$ cat config.mk
export PLATFORM = sky130hd
export DESIGN_NAME = multicycle_controller
export DESIGN_NICKNAME = d
export VERILOG_FILES = /design/src/rtl/multicycle_controller.sv
export SDC_FILE = /design/constraint.sdc
export NUM_CORES = 1
export LEC_CHECK = 0
export ABC_AREA = 1
export BUFFER_PORTS_ARGS = -buffer_cell sky130_fd_sc_hd__clkbuf_2
export CORE_UTILIZATION = 30
export CTS_CLUSTER_SIZE = 16
export DETAILED_ROUTE_END_ITERATION = 8
export GPL_TIMING_DRIVEN = 0
export MAX_ROUTING_LAYER = met4
export SLEW_MARGIN = 40
export SYNTH_ARGS = -nofsm -noshare
export SYNTH_HDL_FRONTEND = slang
export SYNTH_SLANG_ARGS = --single-unit
export TNS_END_PERCENT = 20
$ cat constraint.sdc
create_clock -name Clk -period 1.4 [get_ports Clk]
set_input_delay 0.14 -clock Clk [delete_from_list [all_inputs] [get_ports Clk]]
set_output_delay 0.14 -clock Clk [all_outputs]
set_load 0.01 [all_outputs]
$ cat src/rtl/multicycle_controller.sv
// Multicycle CPU control unit: Moore FSM sequencing fetch, decode, memory,
// R-type, branch, jump and immediate instructions, plus a retired-instruction
// counter. Optional macro MC_BNE_EN adds bne (opcode 0x05) through BRANCH.
module multicycle_controller #(
  parameter int unsigned ALUOP_W = 4,
  parameter int unsigned CNT_W   = 16
) (
  input  logic               Clk,
  input  logic               Rst,
  input  logic [5:0]         operation,
  input  logic [5:0]         fcn,
  input  logic               MemRdy,
  input  logic               Stall,
  output logic               PCWrt,
  output logic               PCWrtCond,
  output logic               BrNe,
  output logic               IorD,
  output logic               MemRd,
  output logic               MemWrt,
  output logic               IRWrt,
  output logic               MemtReg,
  output logic               destReg,
  output logic               RgWrt,
  output logic               ALUSrcA,
  output logic               ExtSel,
  output logic               Exc,
  output logic [1:0]         ALUSrcB,
  output logic [1:0]         PCSrc,
  output logic [ALUOP_W-1:0] ALUOperation,
  output logic [3:0]         State,
  output logic [CNT_W-1:0]   InstrCnt
);

  typedef enum logic [3:0] {
    S_IDLE    = 4'd0,
    S_FETCH   = 4'd1,
    S_DECODE  = 4'd2,
    S_MEMADR  = 4'd3,
    S_MEMRD   = 4'd4,
    S_MEMWB   = 4'd5,
    S_MEMWR   = 4'd6,
    S_EXEC    = 4'd7,
    S_RWB     = 4'd8,
    S_BRANCH  = 4'd9,
    S_JUMP    = 4'd10,
    S_IEXEC   = 4'd11,
    S_IWB     = 4'd12,
    S_ILLEGAL = 4'd13
  } state_t;

  localparam logic [2:0] ALU_AND = 3'd0;
  localparam logic [2:0] ALU_OR  = 3'd1;
  localparam logic [2:0] ALU_ADD = 3'd2;
  localparam logic [2:0] ALU_SUB = 3'd6;
  localparam logic [2:0] ALU_SLT = 3'd7;

  state_t             state;
  state_t             next;
  logic               retire;
  logic [CNT_W-1:0]   cnt;

  assign State    = state;
  assign InstrCnt = cnt;

  // State and retirement counter; reset wins over Stall, Stall freezes both.
  always_ff @(posedge Clk) begin
    if (!Rst) begin
      state <= S_IDLE;
      cnt   <= '0;
    end else if (!Stall) begin
      state <= next;
      if (retire) cnt <= cnt + CNT_W'(1);
    end
  end

  // Next-state and Moore output decode; Stall masks the write strobes.
  always_comb begin
    next         = state;
    retire       = 1'b0;
    PCWrt        = 1'b0;
    PCWrtCond    = 1'b0;
    BrNe         = 1'b0;
    IorD         = 1'b0;
    MemRd        = 1'b0;
    MemWrt       = 1'b0;
    IRWrt        = 1'b0;
    MemtReg      = 1'b0;
    destReg      = 1'b0;
    RgWrt        = 1'b0;
    ALUSrcA      = 1'b0;
    ExtSel       = 1'b0;
    Exc          = 1'b0;
    ALUSrcB      = 2'b00;
    PCSrc        = 2'b00;
    ALUOperation = '0;
    case (state)
      S_IDLE: next = S_FETCH;
      S_FETCH: begin
        MemRd        = 1'b1;
        ALUSrcB      = 2'b01;
        ALUOperation = ALUOP_W'(ALU_ADD);
        IRWrt        = MemRdy;
        PCWrt        = MemRdy;
        if (MemRdy) next = S_DECODE;
      end
      S_DECODE: begin
        ALUSrcB      = 2'b11;
        ALUOperation = ALUOP_W'(ALU_ADD);
        case (operation)
          6'h00:               next = S_EXEC;
          6'h23, 6'h2B:        next = S_MEMADR;
          6'h04:               next = S_BRANCH;
`ifdef MC_BNE_EN
          6'h05:               next = S_BRANCH;
`endif
          6'h02:               next = S_JUMP;
          6'h08, 6'h0C, 6'h0D: next = S_IEXEC;
          default:             next = S_ILLEGAL;
        endcase
      end
      S_MEMADR: begin
        ALUSrcA      = 1'b1;
        ALUSrcB      = 2'b10;
        ALUOperation = ALUOP_W'(ALU_ADD);
        case (operation)
          6'h23:   next = S_MEMRD;
          6'h2B:   next = S_MEMWR;
          default: next = S_ILLEGAL;
        endcase
      end
      S_MEMRD: begin
        MemRd = 1'b1;
        IorD  = 1'b1;
        if (MemRdy) next = S_MEMWB;
      end
      S_MEMWB: begin
        RgWrt   = 1'b1;
        MemtReg = 1'b1;
        next    = S_FETCH;
        retire  = 1'b1;
      end
      S_MEMWR: begin
        MemWrt = 1'b1;
        IorD   = 1'b1;
        if (MemRdy) begin
          next   = S_FETCH;
          retire = 1'b1;
        end
      end
      S_EXEC: begin
        ALUSrcA = 1'b1;
        next    = S_RWB;
        case (fcn)
          6'h20:   ALUOperation = ALUOP_W'(ALU_ADD);
          6'h22:   ALUOperation = ALUOP_W'(ALU_SUB);
          6'h24:   ALUOperation = ALUOP_W'(ALU_AND);
          6'h25:   ALUOperation = ALUOP_W'(ALU_OR);
          6'h2A:   ALUOperation = ALUOP_W'(ALU_SLT);
          default: next = S_ILLEGAL;
        endcase
      end
      S_RWB: begin
        RgWrt   = 1'b1;
        destReg = 1'b1;
        next    = S_FETCH;
        retire  = 1'b1;
      end
      S_BRANCH: begin
        ALUSrcA      = 1'b1;
        ALUOperation = ALUOP_W'(ALU_SUB);
        PCWrtCond    = 1'b1;
        PCSrc        = 2'b01;
`ifdef MC_BNE_EN
        BrNe         = (operation == 6'h05);
`endif
        next         = S_FETCH;
        retire       = 1'b1;
      end
      S_JUMP: begin
        PCWrt  = 1'b1;
        PCSrc  = 2'b10;
        next   = S_FETCH;
        retire = 1'b1;
      end
      S_IEXEC: begin
        ALUSrcA = 1'b1;
        ALUSrcB = 2'b10;
        next    = S_IWB;
        case (operation)
          6'h0C: begin
            ALUOperation = ALUOP_W'(ALU_AND);
            ExtSel       = 1'b1;
          end
          6'h0D: begin
            ALUOperation = ALUOP_W'(ALU_OR);
            ExtSel       = 1'b1;
          end
          default: ALUOperation = ALUOP_W'(ALU_ADD);
        endcase
      end
      S_IWB: begin
        RgWrt  = 1'b1;
        next   = S_FETCH;
        retire = 1'b1;
      end
      S_ILLEGAL: Exc = 1'b1;
      default: next = S_IDLE;
    endcase
    if (Stall) begin
      PCWrt     = 1'b0;
      PCWrtCond = 1'b0;
      IRWrt     = 1'b0;
      RgWrt     = 1'b0;
      MemWrt    = 1'b0;
    end
  end

endmodule

==> flow_results.org, run 1 <==
** Synthesis
- Number of warnings reported in the yosys synthesis log :: 0
- Yosys cell types :: 29
- In the synthesized netlist, the number of instances is 278.
- Synth area leader :: sky130_fd_sc_hd__dfxtp_1
- Averaged over all synthesized cells, the footprint is 5.68 um2.
- In this run the cell area of the synthesized design comes to 0.00158 mm2.
- After synthesis the netlist holds a flip-flop and latch count of 20.
- Sequential elements use 25.4% of the synthesized area.
- Area share of the leading cell type in the synthesized netlist :: 25.4%
- Largest cells by area after synthesis :: sky130_fd_sc_hd__dfxtp_1 25%, sky130_fd_sc_hd__nand2_1 19%, sky130_fd_sc_hd__nor2_1 11%

** Clock network
- In this run the number of H-tree levels came out at 1.
- Buffers inserted during clock tree synthesis total 3.
- Hold buffer count at CTS :: 0
- TritonCTS built the clock tree.
- Clock latency on the worst-skew pair, taken at its later pin, is 0.26 ns.
- Clock tree root driver cell :: sky130_fd_sc_hd__clkbuf_8
- Clock-pin slew was measured on the worst setup and hold paths at 0.07 ns.
- Clk buf depth :: 2
- Sink count of the clock tree :: 20

** Worst setup path
- Element type at the critical path end :: output port
- Sequence of cells on the critical path :: nor2_4, nand2_2, inv_2, nand2_1, o21ai_1, clkbuf_2
- Critical-path cell with the highest stage delay :: sky130_fd_sc_hd__dfxtp_4
- Counting cells, the worst reg-to-reg path comes to 12.
- Capture instance of the worst register-to-register path :: InstrCnt[3]
- In this run the critical register-to-register path is launched from State[1].
- Of all nets on the critical path, the largest fanout is 8.
- Classification of the worst setup path :: reg -> out
- Together, buffers and inverters on the worst path number 2.
- Required time of the critical path :: 1.26 ns
- Startpoint kind of the worst setup timing path :: register
- The cell family contributing the most delay on the critical path is flip-flops.
- Worst Path Arrival :: 1.31 ns
- Flop-to-flop setup slack :: -0.03 ns
- For this run, the slowest stage of the critical path takes 0.41 ns.

** Placed design
- In this run the cell area measured after placement is 0.00195 mm2.
- Port buffering added 54 buffers.
- Final estimated routing congestion in global placement :: 0.857
- Placed wire-length estimate after detailed placement :: 3400 um

** Die
- The initialized floorplan defines 26 standard-cell rows.
- The floorplan step set the die width to 74.6 um.
- Core outline area :: 0.00507 mm2
- Initial cell density of the core :: 31.1%
- 57 I/O pins were placed.
- The floorplan step defined a die boundary enclosing 0.00556 mm2.
- The floorplan step set the die height to 74.6 um.

** Global route
- Entering global routing, the biggest net connects 11 pins.
- The number of global-route vias before repair was 1553.
- Global routing finished with a remaining overflow of 0.
- Antenna violations before repair :: 0
- Global-route wire length before repair :: 6970 um
- Global router's overall resource usage :: 16.3%

** Drt
- Vias after detailed routing :: 1876
- The detailed router used layers up to and including met4.
- The routed design uses 2010 um of met2 wire.
- Routed length on met3 :: 154 um
- Remaining antenna violation count :: 0
- The detailed router finished its first iteration with 86 violations.
- Detailed-route vias per instance :: 4.56
- Total routed wire length on the met1 layer :: 2280 um
- Drt wl/cell :: 10.9 um
- After detailed routing, the number of remaining DRC violations is 0.
- Count of TritonRoute iterations in the first routing pass :: 4
- Final wirelength :: 4470 um

** Power and ir drop
- Combinational cells account for 23.4% of the total power.
- The internal power of the cells totals 878 uW.
- The worst-case IR drop observed on VDD is 0.492 mV.
- Clock group share of total power :: 30.0%
- Power Total :: 1270 uW
- Leakage power :: 0.00109 uW
- Net switching is 31.0% of the power.
- Proportion of power drawn by flip-flops and latches :: 46.6%
- Power spread over the standard cell area amounts to 576 mW/mm2.
- For this design the total switching power over the nets is 394 uW.

** Cells and area
- Leading cell types in the layout, fill and taps excluded :: 73 x sky130_fd_sc_hd__nand2_1, 52 x sky130_fd_sc_hd__clkbuf_2, 40 x sky130_fd_sc_hd__nor2_1
- Net total in the final layout :: 360
- N_diodes :: 0
- Most frequent standard cell in the layout excluding fill and tap cells :: sky130_fd_sc_hd__nand2_1
- Fin util :: 43.5%
- After routing the design area is 0.00221 mm2.
- The area growth from synthesis to layout is 39.9%.
- The post-route netlist has 33.1% of its cells at a drive strength greater than 1.

** STA
- Final setup vio count :: 11
- Part of the cycle the worst path needs :: 103%
- Final critical-path setup slack :: -0.0461 ns
- Counting I/O delays and the setup requirement, the final critical path takes 1.45 ns.
- Highest Clock Rate :: 0.692 GHz
- Fin. max-slew vios :: 0
- Final hold vios :: 0
- After routing, the total negative slack on setup checks comes to -0.171 ns.
- Worst clock skew on the final layout :: 0.00169 ns
- Setup repair after global routing missed its margin :: true

** Min path
- Hold-critical path endpoint :: InstrCnt[3]
- The min-delay analysis places its worst path in the category in -> reg.
- The worst hold path was traced through 3 stages.
- Source of the worst hold timing path :: Rst

** Status
- The run finished, with violations left.
- The checks that failed: negative setup slack.

** Flow run
- Max-cap viol count :: 0
logic make-up (layout without fill, tap and decap cells):
family	count (synthesis)	after routing	share of synthesized area, %
AND/OR/NAND/NOR	170	170	46.6
buffers and inverters	46	108	12.1
AO/OA/AOI/OAI	34	34	11.6
flip-flops	20	20	25.4
XOR/XNOR	6	6	3.33
adder cells (fa/ha/maj)	1	1	0.792
other	1	2	0.237
final cells by class:
type / count / area [um2]
Fill cell: 571 / 2870
Multi-Input combinational cell: 213 / 1140
Sequential cell: 20 / 424
Timing Repair Buffer: 59 / 312
Inverter: 41 / 166
Tap cell: 70 / 87.6
Clock buffer: 3 / 41.3
Buffer: 5 / 41.3
power groups by stage:
stage	clock, uW	sequential, uW	combinational [uW]
final	382	593	298
after global routing	424	594	333
after CTS	394	593	281
after detailed placement	0	606	254
after global placement	0	606	251
after floorplan	0	607	156
synthesized netlist by cell type:
cell / count
sky130_fd_sc_hd__nand3_1: 28
sky130_fd_sc_hd__buf_6: 1
sky130_fd_sc_hd__nor3_2: 1
sky130_fd_sc_hd__nor2_4: 1
sky130_fd_sc_hd__a2111oi_0: 1
sky130_fd_sc_hd__nand2_2: 3
sky130_fd_sc_hd__a21oi_1: 21
sky130_fd_sc_hd__nor2_2: 1
sky130_fd_sc_hd__o21ai_0: 4
sky130_fd_sc_hd__o21ai_1: 5
sky130_fd_sc_hd__clkbuf_1: 1
sky130_fd_sc_hd__o21ai_2: 1
sky130_fd_sc_hd__o22ai_1: 1
sky130_fd_sc_hd__nand2_4: 1
sky130_fd_sc_hd__inv_1: 36
sky130_fd_sc_hd__dfxtp_1: 20
sky130_fd_sc_hd__xnor2_1: 3
sky130_fd_sc_hd__conb_1: 1
sky130_fd_sc_hd__ha_1: 1
sky130_fd_sc_hd__inv_2: 5
sky130_fd_sc_hd__nand3_2: 2
sky130_fd_sc_hd__nand4_1: 4
sky130_fd_sc_hd__nor2_1: 46
sky130_fd_sc_hd__nor3_1: 4
sky130_fd_sc_hd__a22o_1: 1
sky130_fd_sc_hd__nor3b_1: 1
sky130_fd_sc_hd__xor2_1: 3
sky130_fd_sc_hd__nand2_1: 78
sky130_fd_sc_hd__buf_4: 3
sequential cells by signal (all words and copies together) (netlist names):
signal	count
InstrCnt	16
State	4
tightest hold or removal path: cells and delay by family:
family,cells,cell delay [ns]
buf+inv,1,0.15
simple gates,2,0.12
layer usage:
metal,vias up,track usage (%)
met5,-,-
met4,0,3.14
met3,4,2.98
met2,33,24.7
met1,827,22.6
li1,1012,-
repair_timing:
item,4_1_cts,5_1_grt
endpoints found under the hold margin,0,0
pin swaps,4,2
gates resized for setup,35,25
buffers inserted,3,1
cloned,0,1
setup endpoints to repair,31,29
worst max-delay path by stage:
stage | from | end | slack (ns) | depth (start not counted)
finish | State[3] | PCWrt | -0.05 | 6
CTS | State[0] | InstrCnt[3] | -0.03 | 11
floorplan | State[1] | InstrCnt[3] | 0.0005 | 12
detailed placement | InstrCnt[0] | InstrCnt[12] | -0.14 | 8
global route | State[2] | InstrCnt[3] | -0.14 | 11
global placement | InstrCnt[0] | InstrCnt[12] | -0.1 | 8
through the flow:
stage	worst slack, ns	hold WS (ns)	std cells
5_1_grt	-0.140	0.182	411
6_report	-0.0461	0.174	411
3_5_place_dp	-0.143	0.453	403
3_3_place_gp	-0.0953	0.453	403
2_1_floorplan	0.000482	0.260	279
4_1_cts	-0.0348	0.175	409
Power figures use the tool's default switching activity.
==> run 2, diff against run 1 <==
--- a/config.mk
+++ b/config.mk
@@ -7,11 +7,12 @@
 export LEC_CHECK = 0
 export ABC_AREA = 1
 export BUFFER_PORTS_ARGS = -buffer_cell sky130_fd_sc_hd__clkbuf_2
-export CORE_UTILIZATION = 30
+export CORE_UTILIZATION = 50
 export CTS_CLUSTER_SIZE = 16
 export DETAILED_ROUTE_END_ITERATION = 8
 export GPL_TIMING_DRIVEN = 0
 export MAX_ROUTING_LAYER = met4
+export PLACE_DENSITY = 0.8
 export SLEW_MARGIN = 40
 export SYNTH_ARGS = -nofsm -noshare
 export SYNTH_HDL_FRONTEND = slang
==> run 2 against run 1 <==
The run still ends with negative setup slack left. First-iteration DRC count rose by 57%. Critical path depth did not move. Clock power fell by 12%. Wire length fell by 1.6%. Worst hold slack got worse by 0.044 ns. Core utilization rose by 29 points. Via count rose by 3.9%. Flip-flop and latch count did not move. Register-to-register slack got worse by 0.04 ns. Clock skew rose by 0.0056 ns. Largest cell class unchanged. Highest routed layer unchanged.
==> flow_results.org, run 2 (synthesis results as in run 1) <==
** Status
- Result of the run: finished with violations (unchanged).
- Violations in the final reports: negative setup slack (unchanged).

** Global route
- The first-pass GRT wire length was 6910 um (was 6970 um).
- Global router's overall resource usage :: 26.6% (was 16.3%)
- The number of global-route vias before repair was 1644 (was 1553).
- Antenna violations before repair :: 0 (unchanged)
- The pin count of the biggest net entering global routing is 12 (was 11).
- Total gr overflow :: 0 (unchanged)

** STA
- Final critical-path setup slack :: -0.101 ns (was -0.0461 ns)
- The highest clock frequency the design can meet was 0.666 GHz (was 0.692 GHz).
- Clock period minus worst slack :: 1.50 ns (was 1.45 ns)
- The number of max-slew violations in the final report was 0 (unchanged).
- Setup Total Neg Slack :: -0.940 ns (was -0.171 ns)
- Final setup vio count :: 21 (was 11)
- Setup repair after global routing missed its margin :: true (unchanged)
- The final cycle utilization of the critical path is 107% (was 103%).
- The setup clock skew after layout was 0.00732 ns (was 0.00169 ns).
- The smallest hold slack is 0.129 ns (was 0.174 ns).
- Final hold vios :: 0 (unchanged)

** Die
- The area of the die came to 0.00339 mm2 (was 0.00556 mm2).
- The floorplan die height is 58.2 um (was 74.6 um).
- Initial cell density of the core :: 52.1% (was 31.1%)
- Floorplan row count :: 20 (was 26)
- Die Span X :: 58.2 um (was 74.6 um)
- Count of boundary I/O pins :: 57 (unchanged)
- Core outline area :: 0.00303 mm2 (was 0.00507 mm2)

** Cells and area
- The most common library cell in the layout ignoring fill and taps is sky130_fd_sc_hd__nand2_1 (unchanged).
- The total of fill cells in the finished design was 263 (was 571).
- Leading cell types in the layout, fill and taps excluded: 75 x sky130_fd_sc_hd__nand2_1, 43 x sky130_fd_sc_hd__clkbuf_2, 41 x sky130_fd_sc_hd__nor2_1 (was 73 x sky130_fd_sc_hd__nand2_1, 52 x sky130_fd_sc_hd__clkbuf_2, 40 x sky130_fd_sc_hd__nor2_1).
- Post-Layout Cell Count :: 393 (was 411)
- The number of antenna cells inserted came to 0 (unchanged).
- Net total in the final layout :: 367 (was 360)
- The post-route standard cell area excluding fillers came to 0.00219 mm2 (was 0.00221 mm2).
- Layout cell share with drive strength beyond 1 :: 33.0% (was 33.1%)
- The number of flip-flops under the largest register name was 16 (unchanged).
- Growth of design area from synthesis to finish :: 38.6% (was 39.9%)

** Min path
- The startpoint of the tightest hold check path was Rst (unchanged).
- Hold WC Path Type :: in -> reg (unchanged)

** Power and ir drop
- The power consumption was 1250 uW (was 1270 uW).
- Psw :: 390 uW (was 394 uW)
- The areal power density over the cells came to 570 mW/mm2 (was 576 mW/mm2).
- The static leakage came to 0.00111 uW (was 0.00109 uW).
- The combinational group share of total power came to 25.0% (was 23.4%).
- The fraction of power consumed by the clock network came to 27.0% (was 30.0%).
- The maximum VDD drop came to 0.530 mV (was 0.492 mV).
- Internal power :: 857 uW (was 878 uW)
- The sequential power share came to 48.0% (was 46.6%).
- The fraction of power spent switching nets is 31.3% (was 31.0%).

** Clock network
- The level count of the clock H-tree was 1 (unchanged).
- Clk buf depth :: 2 (unchanged)
- CTS tree :: yes (unchanged)
- The insertion delay to the later sink of the worst-skew pair is 0.30 ns (was 0.26 ns).
- The clock slew seen by the registers of the worst setup and hold paths is 0.12 ns (was 0.07 ns).
- Total CTS buffers :: 3 (unchanged)
- Clock tree root driver cell :: sky130_fd_sc_hd__clkbuf_4 (was sky130_fd_sc_hd__clkbuf_8)
- Sink count of the clock tree :: 20 (unchanged)
- Hold buffer count at CTS :: 0 (unchanged)

** Drt
- The first-pass detailed-route iteration total is 5 (was 4).
- Iteration-0 DRC Markers :: 135 (was 86)
- Remaining antenna violation count :: 0 (unchanged)
- The number of vias in the routed layout was 1950 (was 1876).
- The average routed wire per standard cell was 11.2 um (was 10.9 um).
- Post-route DRC :: 0 (unchanged)
- The detailed-route wire length came to 4400 um (was 4470 um).
- Detailed-route vias per instance :: 4.96 (was 4.56)

** Worst setup path
- Startpoint of the worst register-to-register path :: State[0] (was State[1])
- Element type at the critical path end :: output port (unchanged)
- The cell family with the largest share of critical-path delay is flip-flops (unchanged).
- The classification of the worst setup path was reg -> out (unchanged).
- Critical path buffers and inverters :: 2 (unchanged)
- Sequence of cells on the critical path: inv_6, nand2_8, nor2_4, a21oi_1, nand3_1, buf_2 (was nor2_4, nand2_2, inv_2, nand2_1, o21ai_1, clkbuf_2).
- Required time of the critical path :: 1.26 ns (about the same)
- The nature of the critical path startpoint was a register (unchanged).
- Critical-path cell with the highest stage delay :: sky130_fd_sc_hd__dfxtp_4 (unchanged)
- The delay of the slowest cell on the worst path is 0.41 ns (about the same).
- The maximum fanout encountered on the critical timing path was 6 (was 8).
- The data arrival time at the worst-slack endpoint was 1.36 ns (was 1.31 ns).
- The launch point of the critical path is State[2] (was State[3]).

** Placed design
- The placed cell count is 377 (was 403).
- The placed standard-cell area was 0.00192 mm2 (was 0.00195 mm2).
- The final estimated routing congestion in global placement came to 0.904 (was 0.857).
- The post-detailed-placement half-perimeter wirelength is 3020 um (was 3400 um).
- The number of I/O port buffers came to 54 (unchanged).

** Flow run
- The max-capacitance violation count was 0 (unchanged).
-- run 2: power groups by stage --
stage          logic, uW  registers (uW)  clock network, uW
6_report             312             598                337
5_1_grt              345             599                366
4_1_cts              298             595                340
3_5_place_dp         249             607                  0
3_3_place_gp         248             607                  0
2_1_floorplan        156             607                  0
-- run 2: area by class of cell --
class	instances	area, um2	share of cell area [%]
Buffer	5	37.5	1.72
Sequential cell	20	420	19.2
Tap cell	44	55.1	2.52
Timing Repair Buffer	66	368	16.8
Clock buffer	4	36.3	1.66
Multi-Input combinational cell	213	1110	50.7
Inverter	41	161	7.38
-- run 2: worst reg2reg max path: stages (launching register included) --
cell,delay [ns]
sky130_fd_sc_hd__dfxtp_4,0.44
sky130_fd_sc_hd__inv_2,0.08
sky130_fd_sc_hd__nand2_2,0.14
sky130_fd_sc_hd__nor2_4,0.06
sky130_fd_sc_hd__o21ai_2,0.12
sky130_fd_sc_hd__nand3_2,0.13
sky130_fd_sc_hd__buf_4,0.20
sky130_fd_sc_hd__a21oi_1,0.14
sky130_fd_sc_hd__nor2_1,0.07
-- run 2: path summary, 6_finish.rpt --
kind              slack (ns)  cells past startpoint               to
setup reg to reg       -0.07                      8      InstrCnt[5]
hold / removal          0.13                      3      InstrCnt[3]
setup / recovery       -0.10                      6  ALUOperation[1]
hold reg to reg         0.50                      1      InstrCnt[0]
-- run 2: layer usage --
layer / up-vias / GRT usage, % / routed length (um) / part of all wire (%)
met4: 0 / 8.16 / 48 / 1.1
met2: 79 / 40.7 / 1940 / 44
met1: 839 / 36.1 / 2130 / 48
li1: 1023 / - / - / -
met3: 9 / 4.24 / 278 / 6.3
met5: - / - / 0 / 0
-- run 2: metrics by stage --
stage	setup WS, ns	utilization [%]
after floorplan	0.000482	-
after global placement	-0.0909	63.3
after detailed placement	-0.121	63.3
after CTS	-0.0660	70.1
after global routing	-0.191	72.3
final	-0.101	72.3
-- run 2: what timing repair did --
item / 4_1_cts / 5_1_grt
setup endpoints to repair: 32 / 38
pin swaps: 7 / 9
gates cloned: 0 / 0
resized for setup: 33 / 23
setup buffers: 9 / 3
==> run 3, diff against run 2 <==
--- a/config.mk
+++ b/config.mk
@@ -6,7 +6,7 @@
 export NUM_CORES = 1
 export LEC_CHECK = 0
 export ABC_AREA = 1
-export BUFFER_PORTS_ARGS = -buffer_cell sky130_fd_sc_hd__clkbuf_2
+export BUFFER_PORTS_ARGS = -buffer_cell sky130_fd_sc_hd__buf_2
 export CORE_UTILIZATION = 50
 export CTS_CLUSTER_SIZE = 16
 export DETAILED_ROUTE_END_ITERATION = 8
==> run 3 against run 2 <==
The flow still finishes with violations (negative setup slack). Non-clock buffer count rose by 2. Wire length rose by 4.6%. Fmax rose by 0.84%. First-iteration DRC count fell by 10%. Clock power rose by 4%. Clock-buffer cell count did not move. Total power rose by 2.8%. Design area rose by 2.1%. Clock skew fell by 0.0065 ns. Core utilization rose by 1.5 points. Critical endpoint is now ALUOperation[0].
==> flow_results.org, run 3 (synthesis results as in run 1) <==
** Clock network
- The clock slew seen by the registers of the worst setup and hold paths was 0.12 ns (about the same).
- CTS tree :: yes (unchanged)
- CTS H-tree lvls :: 1 (unchanged)
- Clk buf depth :: 2 (unchanged)
- Hold buffer count at CTS :: 0 (unchanged)
- The cell at the root of the clock tree was sky130_fd_sc_hd__clkbuf_4 (unchanged).
- Clock latency on the worst-skew pair :: 0.31 ns (was 0.30 ns)
- Sink count of the clock tree :: 20 (unchanged)
- The CTS buffer count was 3 (unchanged).

** Worst setup path
- Startpoint kind of the worst setup timing path :: register (unchanged)
- Sequence of cells on the critical path :: inv_6, nand2_8, nor3_4, a22o_1, buf_2 (was inv_6, nand2_8, nor2_4, a21oi_1, nand3_1, buf_2)
- The nature of the critical path endpoint was an output port (unchanged).
- Crit. Startpoint :: State[2] (unchanged)
- Startpoint of the worst register-to-register path :: State[1] (was State[0])
- Max stage delay on crit path :: 0.41 ns (about the same)
- Critical path buffers and inverters :: 2 (unchanged)
- The maximum fanout encountered on the critical timing path was 7 (was 6).
- Classification of the worst setup path :: reg -> out (unchanged)
- The slowest library cell on the worst path is sky130_fd_sc_hd__dfxtp_4 (unchanged).
- Top cell family by delay on the critical path :: flip-flops (unchanged)
- Required time of the critical path :: 1.26 ns (about the same)
- The data arrival time at the worst-slack endpoint was 1.35 ns (was 1.36 ns).

** Die
- The placeable core region is 0.00303 mm2 (unchanged).
- Count of boundary I/O pins :: 57 (unchanged)
- Initial cell density of the core :: 52.1% (unchanged)
- The floorplan row count is 20 (unchanged).
- Die Span X :: 58.2 um (unchanged)
- Chip Height :: 58.2 um (unchanged)
- The area of the die is 0.00339 mm2 (unchanged).

** Power and ir drop
- Combinational share of power :: 26.0% (was 25.0%)
- The static leakage was 0.00116 uW (was 0.00111 uW).
- Highest ir drop seen on vdd :: 0.544 mV (was 0.530 mV)
- The internal power is 867 uW (was 857 uW).
- Switching power share of the total :: 32.3% (was 31.3%)
- Psw :: 414 uW (was 390 uW)
- The areal power density over the cells came to 574 mW/mm2 (was 570 mW/mm2).
- The sequential power share was 46.5% (was 48.0%).
- Clock group share of total power :: 27.4% (was 27.0%)
- The power consumption came to 1280 uW (was 1250 uW).

** Cells and area
- Most frequent standard cell in the layout excluding fill and tap cells :: sky130_fd_sc_hd__nand2_1 (unchanged)
- The net total in the final layout is 369 (was 367).
- Layout cell share with drive strength beyond 1 :: 35.9% (was 33.0%)
- Count of filler cells inserted in the layout :: 248 (was 263)
- Growth of design area from synthesis to finish :: 41.5% (was 38.6%)
- The number of flip-flops under the largest register name was 16 (unchanged).
- Leading cell types in the layout, fill and taps excluded :: 72 x sky130_fd_sc_hd__nand2_1, 54 x sky130_fd_sc_hd__buf_2, 42 x sky130_fd_sc_hd__nor2_1 (was 75 x sky130_fd_sc_hd__nand2_1, 43 x sky130_fd_sc_hd__clkbuf_2, 41 x sky130_fd_sc_hd__nor2_1)
- Sequential cell area :: 422 um2 (was 420 um2)
- The area of the multi-input gates came to 0.00113 mm2 (was 0.00111 mm2).
- N_diodes :: 0 (unchanged)
- The post-route standard cell area excluding fillers is 0.00223 mm2 (was 0.00219 mm2).

** Drt
- The average routed wire per standard cell is 11.7 um (was 11.2 um).
- The number of vias in the routed layout is 2000 (was 1950).
- The first-pass detailed-route iteration total was 5 (unchanged).
- Post-route DRC :: 0 (unchanged)
- Detailed-route vias per instance :: 5.06 (was 4.96)
- Final wirelength :: 4610 um (was 4400 um)
- Remaining antenna violation count :: 0 (unchanged)
- The iteration-0 DRC count of the detailed router came to 121 (was 135).

** STA
- Clock period minus worst slack :: 1.49 ns (was 1.50 ns)
- Setup repair after global routing missed its margin: true (unchanged).
- The worst setup slack after layout is -0.0888 ns (was -0.101 ns).
- The setup clock skew after layout came to 0.000835 ns (was 0.00732 ns).
- The highest clock frequency the design can meet is 0.672 GHz (was 0.666 GHz).
- Part of the cycle the worst path needs :: 106% (was 107%)
- The number of max-slew violations in the final report came to 0 (unchanged).
- The final setup violation count came to 31 (was 21).
- Final hold vios :: 0 (unchanged)

** Global route
- The number of global-route vias before repair is 1645 (was 1644).
- Global-route wire length before repair :: 6980 um (was 6910 um)
- The overall routing resource usage came to 27.0% (was 26.6%).
- The overflow left after global routing is 0 (unchanged).
- The initial antenna violation count came to 0 (unchanged).
- The pin count of the biggest net entering global routing is 12 (unchanged).

** Placed design
- The number of I/O port buffers is 54 (unchanged).
- The post-detailed-placement half-perimeter wirelength came to 3060 um (was 3020 um).
- The placed standard-cell area came to 0.00192 mm2 (unchanged).
- The final estimated routing congestion in global placement was 0.903 (was 0.904).

** Min path
- Hold WC Path Type :: in -> reg (unchanged)
- Source of the worst hold timing path :: Rst (unchanged)

** Status
- Result of the run: finished with violations (unchanged).
- Violations in the final reports :: negative setup slack (unchanged)

** Flow run
- Max-cap viol count :: 0 (unchanged)
## run 3: power by group through the flow
stage                     registers (uW)  logic (uW)  clock network [uW]
after detailed placement             607         251                   0
after CTS                            592         300                 351
final                                596         334                 351
after floorplan                      607         156                   0
after global routing                 598         366                 381
after global placement               607         248                   0
## run 3: final timing paths
kind / cells after the start / slack, ns / end
worst max register to register: 11 / -0.09 / InstrCnt[5]
worst min-delay path: 3 / 0.10 / InstrCnt[0]
worst max-delay path: 5 / -0.09 / ALUOperation[0]
worst min register to register: 1 / 0.50 / InstrCnt[0]
## run 3: routing by layer
layer,part of all wire [%],vias up,GRT usage (%)
met1,48,864,35.5
met4,0.85,0,8.50
met2,44,98,41.4
met3,7.1,10,5.58
met5,0,-,-
li1,-,1028,-
## run 3: area by class of cell
cell class	count	share of cell area (%)
plain buffers	5	2.02
well taps	44	2.46
multi-input cells	213	50.7
inverters	41	7.56
clock buffers	4	1.62
repair buffers	68	16.8
flip-flops and latches	20	18.9
## run 3: metrics by stage
step | cells | setup slack (ns) | util (%) | TNS, ns | hold WS (ns)
final | 395 | -0.0888 | 73.8 | -1.22 | 0.100
after detailed placement | 377 | -0.116 | 63.3 | -1.54 | 0.439
after floorplan | 279 | 0.000482 | - | 0 | 0.260
after CTS | 391 | -0.0440 | 70.3 | -0.421 | 0.106
after global placement | 377 | -0.0851 | 63.3 | -0.990 | 0.438
after global routing | 395 | -0.177 | 73.8 | -4.04 | 0.103
## run 3: what timing repair did
item | CTS | global route
cloned | 0 | 1
resized for setup | 37 | 23
endpoints found under the setup margin | 33 | 37
pin swaps | 8 | 6
buffers inserted | 10 | 3
## run 3: worst reg2reg max path: cells and delay by family (launching register included)
| kind | cells | cell delay (ns) |
|---|---|---|
| compound gates | 2 | 0.23 |
| flops | 1 | 0.40 |
| buf+inv | 3 | 0.28 |
| simple gates | 6 | 0.48 |
